**src/rtl/addsub_acc_ctrl_pkg.sv**
```systemverilog
`default_nettype none
// ============================================================================
// Module   : addsub_acc_ctrl_pkg
// Brief    : Opcode and state encodings shared by the adder sequencing stage.
// Revision : 1.0
// ============================================================================
package addsub_acc_ctrl_pkg;

    localparam logic [1:0] OP_LOAD = 2'b00;
    localparam logic [1:0] OP_ADD  = 2'b01;
    localparam logic [1:0] OP_SUB  = 2'b10;
    localparam logic [1:0] OP_CLR  = 2'b11;

    typedef enum logic [1:0] {
        ST_IDLE = 2'd0,
        ST_EXEC = 2'd1,
        ST_DONE = 2'd2
    } state_t;

    // ADD and SUB are the only commands that go through the external adder.
    function automatic logic is_arith(input logic [1:0] op);
        return (op == OP_ADD) || (op == OP_SUB);
    endfunction

endpackage
`default_nettype wire

```
**src/rtl/addsub_acc_ctrl.sv**
```systemverilog
`default_nettype none
// ============================================================================
// Module   : addsub_acc_ctrl
// Brief    : Handshaked LOAD/ADD/SUB/CLR sequencer around an external adder.
// Revision : 1.0
// ============================================================================
module addsub_acc_ctrl
    import addsub_acc_ctrl_pkg::*;
#(
    parameter int WIDTH      = 4,
    parameter int SETTLE_CYC = 1,
    parameter int CNT_W      = 4
) (
    input  logic             clk,
    input  logic             rst,
    input  logic [WIDTH-1:0] din,
    input  logic [1:0]       op,
    input  logic             op_valid,
    output logic             op_ready,
    output logic [WIDTH-1:0] a_o,
    output logic [WIDTH-1:0] b_o,
    output logic             m_o,
    input  logic [WIDTH-1:0] s_i,
    input  logic             co_i,
    input  logic             v_i,
    output logic [WIDTH-1:0] acc,
    output logic             flag_c,
    output logic             flag_v,
    output logic [CNT_W-1:0] ovf_cnt,
    output logic             res_valid
);

    localparam int                SET_W    = (SETTLE_CYC > 1) ? $clog2(SETTLE_CYC) : 1;
    localparam logic [SET_W-1:0]  SET_INIT = SET_W'(SETTLE_CYC - 1);

    state_t            r_state;
    state_t            w_next;
    logic              w_accept;
    logic              w_capture;
    logic [SET_W-1:0]  r_settle;
    logic [WIDTH-1:0]  r_acc;
    logic [WIDTH-1:0]  r_a;
    logic [WIDTH-1:0]  r_b;
    logic              r_m;
    logic              r_flag_c;
    logic              r_flag_v;
    logic [CNT_W-1:0]  r_ovf_cnt;

    always_ff @(posedge clk) begin
        if (rst) begin
            r_state <= ST_IDLE;
        end else begin
            r_state <= w_next;
        end
    end

    always_comb begin
        w_next    = r_state;
        w_accept  = 1'b0;
        w_capture = 1'b0;
        case (r_state)
            ST_IDLE: begin
                if (op_valid) begin
                    w_accept = 1'b1;
                    w_next   = is_arith(op) ? ST_EXEC : ST_DONE;
                end
            end
            ST_EXEC: begin
                if (r_settle == '0) begin
                    w_capture = 1'b1;
                    w_next    = ST_DONE;
                end
            end
            ST_DONE: w_next = ST_IDLE;
            default: w_next = ST_IDLE;
        endcase
    end

    // Adder operand registers move only on an arithmetic accept, so the
    // external adder sees stable inputs for the whole settle window.
    always_ff @(posedge clk) begin
        if (rst) begin
            r_acc     <= '0;
            r_a       <= '0;
            r_b       <= '0;
            r_m       <= 1'b0;
            r_flag_c  <= 1'b0;
            r_flag_v  <= 1'b0;
            r_ovf_cnt <= '0;
            r_settle  <= '0;
        end else begin
            if (w_accept) begin
                case (op)
                    OP_LOAD: r_acc <= din;
                    OP_CLR: begin
                        r_acc    <= '0;
                        r_flag_c <= 1'b0;
                        r_flag_v <= 1'b0;
                    end
                    default: begin
                        r_a      <= r_acc;
                        r_b      <= din;
                        r_m      <= op[1];
                        r_settle <= SET_INIT;
                    end
                endcase
            end
            if (r_state == ST_EXEC && r_settle != '0) begin
                r_settle <= r_settle - SET_W'(1);
            end
            if (w_capture) begin
                r_acc    <= s_i;
                r_flag_c <= co_i;
                r_flag_v <= v_i;
                if (v_i && (r_ovf_cnt != '1)) begin
                    r_ovf_cnt <= r_ovf_cnt + CNT_W'(1);
                end
            end
        end
    end

    assign op_ready  = (r_state == ST_IDLE);
    assign res_valid = (r_state == ST_DONE);
    assign a_o       = r_a;
    assign b_o       = r_b;
    assign m_o       = r_m;
    assign acc       = r_acc;
    assign flag_c    = r_flag_c;
    assign flag_v    = r_flag_v;
    assign ovf_cnt   = r_ovf_cnt;

endmodule
`default_nettype wire

```
**config.mk**
```make
export PLATFORM = sky130hd
export DESIGN_NAME = addsub_acc_ctrl
export DESIGN_NICKNAME = d
export VERILOG_FILES = /design/src/rtl/addsub_acc_ctrl_pkg.sv /design/src/rtl/addsub_acc_ctrl.sv
export SDC_FILE = /design/constraint.sdc
export NUM_CORES = 1
export LEC_CHECK = 0
export CORE_AREA = 8 8 60 87
export CTS_CLUSTER_DIAMETER = 200
export DETAILED_ROUTE_END_ITERATION = 8
export DIE_AREA = 0 0 68 95
export GPL_ROUTABILITY_DRIVEN = 0
export GPL_TIMING_DRIVEN = 0
export PLACE_DENSITY = 0.48
export SLEW_MARGIN = 20
export SYNTH_ARGS = -nofsm -noshare
export SYNTH_HDL_FRONTEND = slang
export SYNTH_SLANG_ARGS = --single-unit
```
**constraint.sdc**
```tcl
create_clock -name clk -period 1.8 [get_ports clk]
set_clock_uncertainty 0.2 [all_clocks]
set_input_delay 0.36 -clock clk [delete_from_list [all_inputs] [get_ports clk]]
set_output_delay 0.36 -clock clk [all_outputs]
set_load 0.02 [all_outputs]
```
==> results.yml <==
setup_path:
  cp_num_buf_inv: 1
  cp_slowest_cell: "clkdlybuf4s50_1"
  path_delay_family: "buffers and inverters"
  start_kind: "register"
  critPathRequiredTime_ns: 1.24
  r2r_cells: 5
  reg2reg_slack_ns: 0.11
  r2r-end: "acc[3]"
  path_class: "reg -> out"
  critPathLaunch: "flag_c"
  critPathMaxFanout: 2
  r2r_start: "r_state[0]"
  crit_chain: "clkdlybuf4s50_1"
  max_stage_delay_ns: 0.61
  worstPathArrival_ns: 1.20
  endpoint_kind: "output port"
placement:
  portBuffers: 35
  dp.final_hpwl_mm: 2.15
  dpl.cell_count: 191
  place_area_mm2: 0.00140
route:
  vias: 930
  first_pass_iters: 4
  ant_nets: 0
  post_drt_wl_per_cell_um: 14.8
  vias_per_cell: 4.70
  drc_errors: 0
  drt_iter0_drc: 33
  totalWireLength_mm: 2.92
yosys:
  syn_area_um2: 993
  ys_types: 32
  yosysTopAreaCellShare_pct: 44.3
  synthTopCellsByArea: "dfxtp_1 44%, nand2_1 7.6%, a21oi_1 6.0%"
  ys_seq_area_share_pct: 44.3
  avgSynthCellArea_um2: 8.95
  ys_ff_latch: 22
  syn_nets: 129
  yosys.area.top_type: "dfxtp_1"
  syn_inst: 111
  yosys_warnings: 0
cts:
  clk_pin_slew_ns: 0.08
  cts_root_buf: "clkbuf_8"
  cts_sinks: 22
  cts_hold_buffers: 0
  numCtsBuffers: 3
  cts_buffer_depth: 2
  clock_latency_ns: 0.25
  htree_num_levels: 1
  cts_tree: "yes"
worst_hold_path:
  min_from: "b_o[3]"
  hold_class: "reg -> reg"
  hold_end: "b_o[3]"
  hold_depth: 2
grt:
  grt_usage_pct: 9.67
  grt_pass1_vias: 985
  grt_overflow: 0
  grt_max_degree: 12
  grt_pass1_wl_mm: 4.85
  antenna_found_initial: 0
finish:
  fillers: 410
  utilization_pct: 39.6
  stdcell_count: 198
  drive_gt1_share_pct: 17.6
  final_cell_area_mm2: 0.00155
  final_nets: 173
  seqCellArea_um2: 445
  syn2layout_area_growth_pct: 56.3
  multiInputGateArea_um2: 573
  diodes: 0
pwr:
  vdd_drop_max_mv: 0.422
  leakage_uw: 0.000657
  p_per_area_mw_per_mm2: 706
sta:
  whs_ns: 0.257
  tightestPinTransition_ns: 0.531
  max_freq_ghz: 0.569
  final_max_slew_viol_count: 0
  min_period_ns: 1.76
  rsz0062_at_grt: "no"
  fin_crit_sh_pct: 97.6
  hold_viol: 0
  relSlewSlack_pct: 64.6
  setup_viol: 0
run:
  max_cap_viol_count: 0
floorplanning:
  coreArea_mm2: 0.00392
  die_h_um: 95
  io_pins: 36
  core.rowCount: 28
  start_util_pct: 25.3
  die_x_um: 68
  die_area_mm2: 0.00646
outcome:
  outcome: "finished, final reports clean"
-- cell families after synthesis --
group | share of synthesized area [%]
simple gates | 24.9
compound gates | 19.8
flops | 44.3
buf+inv | 5.29
fa+ha+maj | 3.78
xor+xnor | 0.882
mux | 1.01
-- routing by layer --
metal  routed length, um  share of wire (%)  global-route usage, %  up-vias
li1                    -                  -                      -      472
met1                1180                 40                   11.0      435
met2                1560                 53                   16.9       21
met3                 156                5.3                   1.90        2
met4                  29               0.99                   3.77        0
met5                   0                  0                      0        -
-- flip-flops by register name, summed over array words and instances, names as in the netlist --
signal	cells
a_o	4
b_o	4
ovf_cnt	4
flag_c	1
r_settle	1
m_o	1
flag_v	1
acc	4
r_state	2
-- Yosys cell counts --
library cell  number
clkbuf_1           3
nand3_1            3
or2_1              1
a21oi_1           12
mux2i_1            1
nor3b_2            2
nand2b_4           1
o2bb2ai_1          1
nor3_1             1
nand2_1           20
a211oi_1           5
and2b_1            1
nor4b_1            1
or3_1              1
nor2_1             5
a2111oi_2          3
a31oi_1            1
nand3b_1           1
nand2b_1           1
nor3b_1            5
o21a_1             2
ha_1               3
dfxtp_1           22
buf_6              1
a32o_1             1
a2111oi_0          1
buf_1              1
xor2_1             1
o21ai_1            1
or3b_1             1
nor2b_1            1
inv_1              7
-- repair_timing --
action	4_1_cts	5_1_grt
resized for setup	28	14
buffers inserted	2	2
cloned	1	0
setup endpoints to repair	25	11
hold endpoints to repair	0	0
-- stage by stage --
step / total power (uW) / setup slack, ns / TNS, ns
6_report: 1100 / 0.0439 / 0
4_1_cts: 1100 / 0.00593 / 0
2_1_floorplan: 666 / 0.152 / 0
5_1_grt: 1160 / 0.000682 / 0
3_3_place_gp: 780 / -0.601 / -9.64
3_5_place_dp: 783 / -0.598 / -9.53
-- cell type report --
type                            count  area share, %
Tap cell                           45           3.63
Timing Repair Buffer               39           24.3
Inverter                            7           1.69
Sequential cell                    22           28.7
Multi-Input combinational cell     78           36.9
Clock buffer                        3           2.66
Buffer                              4           2.18
-- power by group --
group	internal (uW)	switching, uW
clock network	149	147
registers	512	20.5
logic	133	135
total	794	303
-- layout by cell type, fill, tap and decap left out, types with 4 or more instances in the layout --
cell	Yosys	final
a2111oi_2	3	4
a211oi_1	5	4
a21oi_1	12	12
buf_4	0	4
clkdlybuf4s50_1	0	18
dfxtp_1	22	20
dlygate4sd2_1	0	10
dlymetal6s2s_1	0	5
inv_1	7	7
nand2_1	20	20
nor2_1	5	5
nor3b_1	5	5
-- how the worst max path moves through the flow --
stage	slack, ns	cells past startpoint	end
after global routing	0.0007	3	res_valid
after floorplan	0.15	6	b_o[0]
after CTS	0.006	1	flag_v
final	0.04	1	flag_c
after global placement	-0.60	7	b_o[2]
after detailed placement	-0.60	7	b_o[2]
No activity file was read; power rests on OpenSTA's default activity.
